File: config.mk
export PLATFORM = sky130hd
export DESIGN_NAME = seven_seg_scan_ctrl
export DESIGN_NICKNAME = d
export VERILOG_FILES = /design/src/rtl/seven_seg_pkg.sv /design/src/rtl/seven_seg_scan_timer.sv /design/src/rtl/seven_seg_scan_ctrl.sv
export SDC_FILE = /design/constraint.sdc
export NUM_CORES = 1
export LEC_CHECK = 0
export CORE_MARGIN = 3
export CORE_UTILIZATION = 23
export DETAILED_ROUTE_END_ITERATION = 6
export HOLD_SLACK_MARGIN = 0.1
export MAX_ROUTING_LAYER = met4
export PLACE_DENSITY = 0.44
export SYNTH_ARGS = -nofsm -noshare
export SYNTH_HDL_FRONTEND = slang
export SYNTH_SLANG_ARGS = --single-unit
File: constraint.sdc
create_clock -name clk -period 4.55 [get_ports clk]
set_clock_uncertainty 0.05 [all_clocks]
set_input_delay 1.365 -clock clk [delete_from_list [all_inputs] [get_ports clk]]
set_output_delay 1.365 -clock clk [all_outputs]
set_load 0.02 [all_outputs]
File: src/rtl/seven_seg_pkg.sv
// Shared types and constants for the seven-segment scan controller.
// Latency: n/a (types, constants and a pure helper function only).
// Backpressure: n/a.
package seven_seg_pkg;

  // Scan FSM states: dark idle, dark guard interval, digit being shown.
  typedef enum logic [1:0] {
    ST_IDLE  = 2'd0,
    ST_GUARD = 2'd1,
    ST_SHOW  = 2'd2
  } scan_state_e;

  localparam int BCD_W   = 4;
  localparam int BCD_MAX = 9;

  // True when the code is a legal BCD digit the decoder can render.
  function automatic logic bcd_ok(input logic [BCD_W-1:0] code);
    return code <= BCD_W'(BCD_MAX);
  endfunction

endpackage

File: src/rtl/seven_seg_scan_timer.sv
// Down-counter that times the dwell and guard intervals; done while count is zero.
// Latency: load/clr take effect on the next clock; done is a decode of the count flop.
// Backpressure: none; it counts freely while neither loaded nor cleared.
//
// Ports:
//   clk, rst  - clock, synchronous active-high reset
//   clr       - force count to zero (scan disabled)
//   load      - load load_val (interval length minus one)
//   load_val  - value to load
//   done      - high while the count is zero, i.e. in the last cycle of an interval
module seven_seg_scan_timer #(
  parameter int CNT_W = 4
) (
  input  logic             clk,
  input  logic             rst,
  input  logic             clr,
  input  logic             load,
  input  logic [CNT_W-1:0] load_val,
  output logic             done
);

  logic [CNT_W-1:0] cnt_d, cnt_q;

  always_comb begin
    cnt_d = cnt_q;
    if (clr) begin
      cnt_d = '0;
    end else if (load) begin
      cnt_d = load_val;
    end else if (cnt_q != '0) begin
      cnt_d = cnt_q - 1'b1;
    end
  end

  always_ff @(posedge clk) begin
    if (rst) begin
      cnt_q <= '0;
    end else begin
      cnt_q <= cnt_d;
    end
  end

  assign done = (cnt_q == '0);

endmodule

File: src/rtl/seven_seg_scan_ctrl.sv
// Time-multiplexed scan of an N-digit BCD frame onto one shared decoder, dark guard between digits.
// Latency: all outputs registered; digit 0 lights GUARD+1 cycles after enable rises.
// Backpressure: load_ready = no frame pending; a pending frame is applied only at a frame boundary.
//
// Ports:
//   clk, rst     - clock, synchronous active-high reset
//   enable       - scan on; low takes the display dark on the next cycle
//   lzb          - leading-zero blanking
//   load_valid   - new frame offered; load_ready - a frame can be accepted
//   load_digits  - BCD frame, digit 0 in [3:0]; load_dp - decimal-point mask
//   bcd_out      - code to the shared decoder; digit_en - one-hot digit drive
//   dp_out       - decimal point for the driven digit; frame_tick - pulse at each frame swap
module seven_seg_scan_ctrl
  import seven_seg_pkg::*;
#(
  parameter int NUM_DIGITS = 4,
  parameter int DWELL      = 50000,
  parameter int GUARD      = 500
) (
  input  logic                        clk,
  input  logic                        rst,
  input  logic                        enable,
  input  logic                        lzb,
  input  logic                        load_valid,
  output logic                        load_ready,
  input  logic [BCD_W*NUM_DIGITS-1:0] load_digits,
  input  logic [NUM_DIGITS-1:0]       load_dp,
  output logic [BCD_W-1:0]            bcd_out,
  output logic [NUM_DIGITS-1:0]       digit_en,
  output logic                        dp_out,
  output logic                        frame_tick
);

  localparam int IDX_W   = (NUM_DIGITS > 1) ? $clog2(NUM_DIGITS) : 1;
  localparam int MAX_LEN = (DWELL > GUARD) ? DWELL : GUARD;
  localparam int CNT_W   = $clog2(MAX_LEN + 1);

  // The timer's done flag marks the last cycle, so it is loaded with length-1.
  localparam logic [CNT_W-1:0] DWELL_LD = CNT_W'(DWELL - 1);
  localparam logic [CNT_W-1:0] GUARD_LD = CNT_W'(GUARD - 1);
  localparam logic [IDX_W-1:0] IDX_LAST = IDX_W'(NUM_DIGITS - 1);

  scan_state_e state_d, state_q;
  logic [IDX_W-1:0] idx_d, idx_q;

  logic [BCD_W*NUM_DIGITS-1:0] active_dig_d, active_dig_q;
  logic [NUM_DIGITS-1:0]       active_dp_d, active_dp_q;
  logic [BCD_W*NUM_DIGITS-1:0] pend_dig_d, pend_dig_q;
  logic [NUM_DIGITS-1:0]       pend_dp_d, pend_dp_q;
  logic                        pending_d, pending_q;

  logic [BCD_W-1:0]      bcd_d, bcd_q;
  logic [NUM_DIGITS-1:0] en_d, en_q;
  logic                  dp_d, dp_q;
  logic                  tick_d, tick_q;

  logic             swap;
  logic             xfer;
  logic             tmr_clr;
  logic             tmr_load;
  logic [CNT_W-1:0] tmr_val;
  logic             tmr_done;

  logic [BCD_W-1:0] code;
  logic             tail_zero;
  logic             blank;

  seven_seg_scan_timer #(
    .CNT_W (CNT_W)
  ) u_timer (
    .clk      (clk),
    .rst      (rst),
    .clr      (tmr_clr),
    .load     (tmr_load),
    .load_val (tmr_val),
    .done     (tmr_done)
  );

  // Scan sequencing. enable low overrides everything and parks the FSM dark.
  always_comb begin
    state_d  = state_q;
    idx_d    = idx_q;
    swap     = 1'b0;
    tmr_clr  = 1'b0;
    tmr_load = 1'b0;
    tmr_val  = '0;
    if (!enable) begin
      state_d = ST_IDLE;
      idx_d   = '0;
      tmr_clr = 1'b1;
    end else begin
      case (state_q)
        ST_IDLE: begin
          state_d  = ST_GUARD;
          idx_d    = '0;
          swap     = 1'b1;
          tmr_load = 1'b1;
          tmr_val  = GUARD_LD;
        end
        ST_GUARD: begin
          if (tmr_done) begin
            state_d  = ST_SHOW;
            tmr_load = 1'b1;
            tmr_val  = DWELL_LD;
          end
        end
        ST_SHOW: begin
          if (tmr_done) begin
            state_d  = ST_GUARD;
            tmr_load = 1'b1;
            tmr_val  = GUARD_LD;
            if (idx_q == IDX_LAST) begin
              idx_d = '0;
              swap  = 1'b1;
            end else begin
              idx_d = idx_q + 1'b1;
            end
          end
        end
        default: begin
          state_d = ST_IDLE;
          idx_d   = '0;
          tmr_clr = 1'b1;
        end
      endcase
    end
  end

  // Frame buffering. A transfer can only happen with nothing pending, so a
  // frame accepted in a swap cycle waits for the following swap.
  always_comb begin
    xfer         = load_valid && !pending_q;
    active_dig_d = active_dig_q;
    active_dp_d  = active_dp_q;
    pend_dig_d   = pend_dig_q;
    pend_dp_d    = pend_dp_q;
    pending_d    = pending_q;
    if (swap && pending_q) begin
      active_dig_d = pend_dig_q;
      active_dp_d  = pend_dp_q;
      pending_d    = 1'b0;
    end
    if (xfer) begin
      pend_dig_d = load_digits;
      pend_dp_d  = load_dp;
      pending_d  = 1'b1;
    end
  end

  // Output decode from the next state so the registered outputs line up
  // with the state they describe.
  always_comb begin
    code      = active_dig_d[int'(idx_d)*BCD_W +: BCD_W];
    tail_zero = 1'b1;
    for (int j = 0; j < NUM_DIGITS; j++) begin
      if (j >= int'(idx_d) &&
          (active_dig_d[j*BCD_W +: BCD_W] != '0 || active_dp_d[j])) begin
        tail_zero = 1'b0;
      end
    end
    // A digit with a decimal point at or above it is significant, never a leading zero.
    blank  = !bcd_ok(code) || (lzb && (idx_d != '0) && tail_zero);
    bcd_d  = '0;
    en_d   = '0;
    dp_d   = 1'b0;
    tick_d = swap;
    if (state_d == ST_SHOW && !blank) begin
      bcd_d = code;
      dp_d  = active_dp_d[idx_d];
      en_d  = NUM_DIGITS'(1) << idx_d;
    end
  end

  always_ff @(posedge clk) begin
    if (rst) begin
      state_q      <= ST_IDLE;
      idx_q        <= '0;
      active_dig_q <= '0;
      active_dp_q  <= '0;
      pend_dig_q   <= '0;
      pend_dp_q    <= '0;
      pending_q    <= 1'b0;
      bcd_q        <= '0;
      en_q         <= '0;
      dp_q         <= 1'b0;
      tick_q       <= 1'b0;
    end else begin
      state_q      <= state_d;
      idx_q        <= idx_d;
      active_dig_q <= active_dig_d;
      active_dp_q  <= active_dp_d;
      pend_dig_q   <= pend_dig_d;
      pend_dp_q    <= pend_dp_d;
      pending_q    <= pending_d;
      bcd_q        <= bcd_d;
      en_q         <= en_d;
      dp_q         <= dp_d;
      tick_q       <= tick_d;
    end
  end

  assign load_ready = !pending_q;
  assign bcd_out    = bcd_q;
  assign digit_en   = en_q;
  assign dp_out     = dp_q;
  assign frame_tick = tick_q;

endmodule

==> results of run 1 <==
==> registers in the layout, summed over array words and instances, names as in the netlist, 2 cells and up <==
name and count:
active_dig_q 16, pend_dig_q 16, u_timer.cnt_q 16, active_dp_q 4, bcd_out 4, digit_en 4, pend_dp_q 4, idx_q 2
state_q 2
==> synthesized netlist by cell type, types with 3 or more instances <==
cell type,count,area (um^2)
nand2_1,79,296.5
dfxtp_1,71,1421
nor2b_1,4,25.02
nand4_1,8,50.05
o21ai_0,15,75.07
and3_1,4,25.02
clkbuf_1,17,63.81
a2111oi_2,3,45.04
or4_1,6,45.04
nor4_1,4,25.02
a21oi_1,54,270.3
mux2i_1,5,50.05
nor3b_1,5,37.54
xnor2_1,8,70.07
or3_1,3,18.77
nand3_1,17,85.08
xor2_1,4,35.03
nor3_1,15,75.07
ha_1,7,87.58
nor2_1,28,105.1
inv_1,6,22.52
a211oi_1,5,37.54
==> where the power goes <==
group,total (W),switching [W],internal (W),leakage [nW]
clock network,0.000718,0.000274,0.000444,0.147
registers,0.000693,0.0000350,0.000658,0.578
logic,0.000464,0.000285,0.000179,0.783
total,0.00188,0.000594,0.00128,1.51
==> stage by stage <==
stage / total power [W] / instance area, um^2 / setup WS (ns) / hold WS [ns]
floorplan: 0.001059 / 3346 / 1.285 / 0.3821
global placement: 0.001169 / 3889 / 0.4837 / 0.4026
detailed placement: 0.001167 / 3889 / 0.4209 / 0.4091
CTS: 0.001894 / 4195 / 0.7633 / 0.4162
global route: 0.001984 / 4195 / 0.5228 / 0.4403
finish: 0.001875 / 4195 / 0.6900 / 0.4094
==> cells by family after synthesis <==
| family | after synthesis | synth area share (%) |
|---|---|---|
| AND/OR/NAND/NOR | 190 | 28.08 |
| buffers and inverters | 28 | 3.441 |
| adder cells (fa/ha/maj) | 7 | 2.618 |
| AO/OA/AOI/OAI | 98 | 18.06 |
| XOR/XNOR | 12 | 3.141 |
| flip-flops | 71 | 42.48 |
| multiplexers | 7 | 2.169 |
==> worst max-delay path, delay by kind of cell <==
family                 cells  cell delay [ns]
AOI/OAI and AO/OA          5             1.41
buffers and inverters      2             0.69
and+or+nand+nor            3             0.60
==> final timing paths <==
| check | from | slack, ns | depth (start not counted) | end |
|---|---|---|---|---|
| worst min-delay path | active_dig_q[0] | 0.41 | 2 | active_dig_q[0] |
| worst max register to register | u_timer.cnt_q[11] | 1.23 | 8 | digit_en[1] |
| worst max-delay path | enable | 0.69 | 10 | digit_en[1] |
| worst min register to register | active_dig_q[0] | 0.41 | 2 | active_dig_q[0] |
==> routing by layer <==
metal  GRT usage [%]  part of all wire (%)  up-vias
met5               -                     0        -
met4           4.101                   2.0        0
met3           3.495                   4.2       11
met2           18.77                    46       66
met1           15.96                    48     1451
li1                -                     -     1539
==> final cells by class <==
type | instances | share of cell area [%]
sequential | 71 | 33.88
clock inverter | 5 | 1.521
clock buffer | 11 | 5.786
inverter | 6 | 0.5368
multi-input combinational | 314 | 43.13
timing repair buffer | 43 | 9.782
tap | 180 | 5.368
==> reports/results.tsv, run 1 <==
stage	metric	value	unit
outcome	status	complete, no violations	
route	1st-iter DRT viols	227	
synthesis	Post-Syn Area	3346	um^2
final_layout	Layout fillers	1501	
cts	CTS buffer count	9	
floorplan	Site Rows	43	
cts	H-tree levels	3	
final_layout	share of cells above drive strength 1	8.444	%
placed_design	DP Cell Count	614	
synthesis	Syn Nets	445	
power	maximum VDD drop	0.1799	mV
setup_path	crit path DAT	4.06	ns
synthesis	Synth Flop Type	dfxtp_1	
cts	CTS tree	built	
placed_design	placer congestion estimate	0.8853	
setup_path	worst-path fanout max	8	
power	PD cells	447.0	nW/um^2
setup_path	Worst Path Required	4.75	ns
floorplan	Die Footprint	16030	um^2
final_layout	multi-input logic area	1809	um^2
cts	clock buffer depth	2	
setup_path	nature of the critical path endpoint	flop	
cts	worst-skew pair later-pin latency	0.33	ns
synthesis	Seq/Total Area, Yosys	42.48	%
setup_path	Crit-path slowest cell	a2111oi_2	
final_layout	commonest cells after routing, fill and taps aside	nand2_1 (79), dfxtp_1 (71), a21oi_1 (54), clkdlybuf4s50_1 (35), nor2_1 (28)	
final_layout	post-layout util	29.88	%
timing	crit path time final	3.860	ns
synthesis	Synth Warn #	0	
global_route	largest net degree at the start of global routing	46	
floorplan	Die Width	126.6	um
floorplan	core region area	14040	um^2
timing	fin crit share	84.83	%
global_route	grt ovf	0	
timing	RSZ-0062 raised after global routing	no	
global_route	vias in the first global route	2970	
final_layout	Nets	477	
global_route	first-pass GRT wire length	15370	um
route	vias per cell	4.868	
cts	Clock Pin Slew Worst Setup and Hold Paths	0.06	ns
synthesis	Synth Area per Inst	8.101	um^2
setup_path	CP max stage delay	0.51	ns
setup_path	critical path, cell by cell	clkdlybuf4s50_1, buf_4, and2_0, nand3_1, o32ai_1, a21oi_1, a211oi_1, a2111oi_2, a21oi_2, nor3b_2	
final_layout	diode count	0	
final_layout	commonest non-fill, non-tap cell in the layout	nand2_1	
timing	Slew headroom	51.29	%
floorplan	Die H	126.6	um
final_layout	register area	1421	um^2
floorplan	Initial Util	23.83	%
timing	FMAX	259.1	MHz
timing	actual slew at the worst max-slew pin	0.7306	ns
setup_path	critical path class	primary input to flop	
route	drt wl/cell	14.70	um
placed_design	Port Buffer Count	35	
timing	setup TNS	0	ns
synthesis	Post-synth EDFFs	0	
timing	Fin. Hold Viols	0	
global_route	initial antenna violation count	0	
flow_run	Max Cap Viol	0	
route	vias post-DR	3067	
cts	cts repair resizes	0	
route	DRC Markers	0	
cts	CTS hold repair buffers	0	
synthesis	register bit total from synthesis	71	
floorplan	Top Ports	36	
synthesis	synthesized instance count	413	
timing	final setup violation count	0	
cts	Clock Sinks	71	
power	Leakage	1.507	nW
placed_design	dpl hpwl	6886	um
final_layout	non-filler cells, final	630	
setup_path	crit start category	primary input	
route	Routed WL	9263	um
hold_path	Hold Path Class	flop to flop	
synthesis	Synth async-reset ratio	0	%
cts	Setup Buffers After CTS	0	
synthesis	Distinct cells, synth	56	
global_route	gr usage total	12.39	%
timing	max-slew violation count	0	
cts	clock root cell	clkbuf_16	
route	First-pass DRT Iterations	4	
route	antenna viol nets, final	0	
final_layout	area grow syn2layout	25.39	%
Power figures use the tool's default switching activity.
==> inputs of run 2 (changes only) <==
Settings changed: PLACE_DENSITY 0.44 to 0.46.
Clock period 4.55 ns to 3.45 ns, I/O delays scaled along.
==> run 2 against run 1 <==
Compared with the run above:
- global-route usage is 0.32 points lower
- non-clock buffer count grew 23
- wire length is 0.96% higher
- critical path depth stayed put
- total power increased by 30%
- clock power rose by 21%
- critical path type unchanged
- sequential share of layout area is 1.2 points lower
- via count grew 2.7%
==> reports/results.tsv, run 2 (synthesis results as in run 1) <==
stage	metric	value	unit	change
route	vias post-DR	3151		was 3067
timing	fin crit share	94.10	%	
placed_design	placer congestion estimate	0.8251		was 0.8853
power	maximum VDD drop	0.2194	mV	was 0.1799 mV
placed_design	Port Buffer Count	35		unchanged
timing	actual slew at the worst max-slew pin	0.6418	ns	was 0.7306 ns
setup_path	crit-path most repeated cell	buf_4		
route	1st-iter DRT viols	234		was 227
setup_path	critical path, cell by cell	clkdlybuf4s50_1, and3_1, and4_1, buf_4, or4_1, o31a_1, o21a_1, o311ai_2, buf_4, nor3_1		was clkdlybuf4s50_1, buf_4, and2_0, nand3_1, o32ai_1, a21oi_1, a211oi_1, a2111oi_2, a21oi_2, nor3b_2
placed_design	DP Cell Count	637		was 614
timing	final setup violation count	0		unchanged
route	Routed WL	9352	um	was 9263 um
timing	FMAX	308.0	MHz	
cts	CTS tree	built		unchanged
setup_path	crit start category	primary input		unchanged
floorplan	Die Width	126.6	um	unchanged
setup_path	reg2reg path depth	9		was 8
timing	max-slew violation count	0		unchanged
route	antenna viol nets, final	0		unchanged
route	DRC Markers	0		unchanged
flow_run	Max Cap Viol	0		unchanged
final_layout	commonest cells after routing, fill and taps aside	nand2_1 (79), dfxtp_1 (71), a21oi_1 (54), clkdlybuf4s50_1 (35), buf_4 (31)		was nand2_1 (79), dfxtp_1 (71), a21oi_1 (54), clkdlybuf4s50_1 (35), nor2_1 (28)
timing	crit path time final	3.247	ns	
power	PD cells	558.3	nW/um^2	was 447.0 nW/um^2
hold_path	Hold Path Class	flop to flop		unchanged
route	vias per cell	4.825		was 4.868
cts	CTS buffer count	9		unchanged
setup_path	crit path DAT	3.41	ns	was 4.06 ns
global_route	grt ovf	0		unchanged
final_layout	Nets	500		was 477
cts	worst-skew pair later-pin latency	0.33	ns	about the same
final_layout	top flop regs	active_dig_q x16, pend_dig_q x16, u_timer.cnt_q x16		unchanged
cts	clock root cell	clkbuf_16		unchanged
outcome	status	complete, no violations		unchanged
cts	Clock Pin Slew Worst Setup and Hold Paths	0.06	ns	about the same
setup_path	Worst Path Required	3.61	ns	was 4.75 ns
cts	H-tree levels	3		unchanged
hold_path	hold depth	2		unchanged
floorplan	Die Footprint	16030	um^2	unchanged
setup_path	critical path class	primary input to flop		unchanged
route	drt wl/cell	14.32	um	was 14.70 um
global_route	gr usage total	12.07	%	was 12.39%
setup_path	worst-path fanout max	11		was 8
timing	Slew headroom	57.11	%	was 51.29%
floorplan	Initial Util	23.83	%	unchanged
floorplan	core region area	14040	um^2	unchanged
final_layout	commonest non-fill, non-tap cell in the layout	nand2_1		unchanged
placed_design	dpl hpwl	7147	um	was 6886 um
final_layout	share of cells above drive strength 1	13.53	%	was 8.444%
route	First-pass DRT Iterations	5		was 4
timing	RSZ-0062 raised after global routing	no		unchanged
global_route	vias in the first global route	3015		was 2970
floorplan	Die H	126.6	um	unchanged
power	Leakage	1.607	nW	was 1.507 nW
setup_path	nature of the critical path endpoint	flop		unchanged
final_layout	diode count	0		unchanged
cts	clock buffer depth	2		unchanged
timing	hold_ws	0.4092	ns	was 0.4094 ns
final_layout	area grow syn2layout	30.10	%	was 25.39%
floorplan	Top Ports	36		unchanged
setup_path	Crit-path slowest cell	clkdlybuf4s50_1		was a2111oi_2
floorplan	Site Rows	43		unchanged
setup_path	CP max stage delay	0.47	ns	was 0.51 ns
global_route	largest net degree at the start of global routing	46		unchanged
global_route	initial antenna violation count	0		unchanged
timing	Fin. Hold Viols	0		unchanged
final_layout	non-filler cells, final	653		was 630
global_route	first-pass GRT wire length	15260	um	was 15370 um
cts	Clock Sinks	71		unchanged
-- run 2: repair_timing --
item                                    in CTS  in global routing
setup buffers                                0                  0
resized for setup                            0                  2
hold buffers                                 0                  0
endpoints found under the setup margin       0                  3
-- run 2: final timing paths --
path / startpoint / to / slack [ns]
worst max-delay path: enable / bcd_out[0] / 0.20
worst min-delay path: active_dig_q[0] / active_dig_q[0] / 0.41
worst max register to register: u_timer.cnt_q[11] / dp_out / 0.36
worst min register to register: active_dig_q[0] / active_dig_q[0] / 0.41
-- run 2: per-stage QoR --
stage                     instance area [um^2]  setup TNS [ns]  setup WS (ns)  total power, W  util (%)
final                                     4353               0         0.2035        0.002430     31.00
after global routing                      4353               0        0.08907        0.002565     31.00
after CTS                                 4344               0         0.1554        0.002447     30.94
after detailed placement                  4061          -1.116        -0.1660        0.001571     28.92
after global placement                    4061         -0.5888       -0.09866        0.001569     28.92
after floorplan                           3346               0         0.5155        0.001397         -
-- run 2: metal layers --
layer / GRT usage [%] / up-vias / routed length [um]
met2: 18.40 / 83 / 4148
met3: 2.779 / 14 / 445
li1: - / 1584 / -
met4: 3.155 / 0 / 158
met1: 16.17 / 1470 / 4600
met5: - / - / 0
-- run 2: power breakdown --
part,switching (W),internal (W)
sequential,0.0000482,0.000868
combinational,0.000384,0.000258
clock,0.000364,0.000508
-- run 2: final cells by class --
type,instances,area (um^2)
Clock buffer,10,239.0
Clock inverter,6,43.79
Fill cell,1485,9689
Inverter,6,22.52
Multi-Input combinational cell,314,1818
Sequential cell,71,1421
Tap cell,180,225.2
Timing Repair Buffer,66,583.1
-- run 2: critical path, delay by kind of cell --
kind,cells,cell delay [ns]
buffers and inverters,3,0.85
AND/OR/NAND/NOR,4,0.97
AO/OA/AOI/OAI,3,0.54
==> inputs of run 3 (changes only) <==
Settings changed: CORE_UTILIZATION 23 to 51, PLACE_DENSITY 0.46 to 0.81.
==> run 3 against run 2 <==
Compared with the run above:
- utilization increased by 35 points
- first-iteration DRC count is 8.5% higher
- count of clock-buffer cells in the layout stayed put
- non-clock buffer count decreased by 12
- sequential share of layout area up 2.5 points
- flip-flop and latch count unchanged
- worst hold slack better by 0.0022 ns
- wire length is 9.6% lower
- setup slack improved by 0.057 ns
- clock power decreased by 24%
- global-route usage up 13 points
- critical endpoint is now bcd_out[3]
- largest power group unchanged
==> reports/results.tsv, run 3 (synthesis results as in run 1) <==
stage	metric	value	unit	change
final_layout	commonest cells after routing, fill and taps aside	nand2_1 (79), dfxtp_1 (71), a21oi_1 (54), clkdlybuf4s50_1 (35), nor2_1 (28)		was nand2_1 (79), dfxtp_1 (71), a21oi_1 (54), clkdlybuf4s50_1 (35), buf_4 (31)
timing	actual slew at the worst max-slew pin	0.6267	ns	was 0.6418 ns
final_layout	area grow syn2layout	20.68	%	was 30.10%
setup_path	crit path DAT	3.41	ns	about the same
final_layout	share of cells above drive strength 1	10.63	%	was 13.53%
cts	CTS tree	built		unchanged
floorplan	Die Footprint	7568	um^2	was 16030 um^2
final_layout	diode count	0		unchanged
route	antenna viol nets, final	0		unchanged
setup_path	origin of the critical flop-to-flop path	u_timer.cnt_q[11]		unchanged
global_route	vias in the first global route	2995		was 3015
hold_path	Hold Path Class	flop to flop		unchanged
route	vias per cell	5.937		was 4.825
setup_path	nature of the critical path endpoint	flop		unchanged
floorplan	core region area	6131	um^2	was 14040 um^2
cts	Clock Pin Slew Worst Setup and Hold Paths	0.08	ns	was 0.06 ns
setup_path	reg2reg path depth	9		unchanged
timing	Slew headroom	57.63	%	was 57.11%
floorplan	Initial Util	54.57	%	was 23.83%
cts	H-tree levels	3		unchanged
final_layout	Nets	488		was 500
global_route	first-pass GRT wire length	14200	um	was 15260 um
power	Leakage	1.502	nW	was 1.607 nW
route	1st-iter DRT viols	254		was 234
setup_path	reg-to-reg setup timing slack	0.28	ns	was 0.36 ns
setup_path	worst-path fanout max	4		was 11
global_route	initial antenna violation count	0		unchanged
global_route	gr usage total	24.58	%	was 12.07%
power	maximum VDD drop	0.3760	mV	was 0.2194 mV
cts	Clock Sinks	71		unchanged
cts	worst-skew pair later-pin latency	0.35	ns	was 0.33 ns
setup_path	worst flop-to-flop path endpoint	bcd_out[3]		was dp_out
timing	final setup violation count	0		unchanged
power	Total Power	0.002211	W	was 0.002430 W
hold_path	hold depth	2		unchanged
placed_design	placer congestion estimate	0.9361		was 0.8251
outcome	status	complete, no violations		unchanged
power	PD cells	547.5	nW/um^2	was 558.3 nW/um^2
hold_path	hold_sp	active_dig_q[0]		unchanged
cts	clock root cell	clkbuf_8		was clkbuf_16
cts	cts repair resizes	0		unchanged
floorplan	Die Width	87.00	um	was 126.6 um
route	vias post-DR	3182		was 3151
global_route	largest net degree at the start of global routing	46		unchanged
route	Routed WL	8451	um	was 9352 um
route	First-pass DRT Iterations	6		was 5
cts	CTS hold repair buffers	0		unchanged
timing	FMAX	313.6	MHz	was 308.0 MHz
floorplan	Site Rows	28		was 43
route	DRC Markers	0		unchanged
cts	Setup Buffers After CTS	0		unchanged
flow_run	Max Cap Viol	0		unchanged
timing	max-slew violation count	0		unchanged
timing	hold_ws	0.4114	ns	was 0.4092 ns
placed_design	dpl hpwl	6304	um	was 7147 um
setup_path	Worst Path Required	3.67	ns	was 3.61 ns
timing	fin crit share	92.44	%	was 94.10%
final_layout	Layout fillers	521		was 1485
setup_path	crit start category	primary input		unchanged
global_route	grt ovf	0		unchanged
timing	Fin. Hold Viols	0		unchanged
setup_path	critical path class	primary input to flop		unchanged
floorplan	Die H	87.00	um	was 126.6 um
timing	RSZ-0062 raised after global routing	no		unchanged
cts	CTS buffer count	9		unchanged
route	drt wl/cell	15.77	um	was 14.32 um
placed_design	Port Buffer Count	35		unchanged
floorplan	Top Ports	36		unchanged
hold_path	WHS Endpoint	active_dig_q[0]		unchanged
timing	crit path time final	3.189	ns	was 3.247 ns
final_layout	commonest non-fill, non-tap cell in the layout	nand2_1		unchanged
cts	clock buffer depth	2		unchanged
final_layout	top flop regs	active_dig_q x16, pend_dig_q x16, u_timer.cnt_q x16		unchanged
==> run 3: changes by cell type in the layout (fill, tap and decap cells not counted), sizes merged <==
cell      delta
clkinvlp     +2
buf         -12
clkinv       -3
bufinv       +1
==> run 3: how the worst max path moves through the flow <==
stage | start | end | slack (ns) | cells after the start
global placement | enable | bcd_out[3] | -0.001 | 9
floorplan | enable | digit_en[1] | 0.52 | 7
global route | u_timer.cnt_q[2] | bcd_out[0] | 0.05 | 8
CTS | enable | bcd_out[3] | 0.27 | 9
detailed placement | enable | bcd_out[3] | -0.08 | 9
finish | enable | bcd_out[3] | 0.26 | 9
==> run 3: cell type report <==
cell class                      count  area [um^2]  share of cell area [%]
Multi-Input combinational cell    314         1809                   44.81
Tap cell                           75        93.84                   2.324
Sequential cell                    71         1421                   35.20
Clock inverter                      6        70.07                   1.735
Inverter                            6        22.52                  0.5578
Clock buffer                       10        127.6                   3.161
Timing Repair Buffer               54        493.0                   12.21
==> run 3: routing by layer <==
metal | wire, um | GRT usage (%) | vias to the layer above
li1 | - | - | 1550
met1 | 3876 | 32.24 | 1491
met2 | 3801 | 36.09 | 119
met3 | 610 | 5.960 | 22
met4 | 162 | 10.34 | 0
met5 | 0 | - | -
==> run 3: worst max-delay path, stage by stage <==
cell and delay (ns):
clkdlybuf4s50_1 0.44, and3_1 0.20, and4_1 0.22, nor2_1 0.24, mux2_2 0.39, a2111oi_2 0.48, buf_4 0.19, nand2_1 0.05
nor3_1 0.16
==> run 3: power breakdown <==
group	total (W)	switching (W)	leakage (nW)	internal [W]
combinational	0.000634	0.000384	0.835	0.000250
sequential	0.000914	0.0000468	0.578	0.000867
clock	0.000663	0.000325	0.0891	0.000337
==> run 3: through the flow <==
stage          setup TNS, ns  cell area [um^2]  worst slack (ns)  instances  utilization, %
4_1_cts                    0              4038            0.2742        536           65.86
3_5_place_dp         -0.3010              3840          -0.08398        520           62.63
6_report                   0              4038            0.2609        536           65.86
2_1_floorplan              0              3346            0.5155        413               -
5_1_grt                    0              4038           0.05062        536           65.86
3_3_place_gp       -0.001157              3840         -0.001157        520           62.63
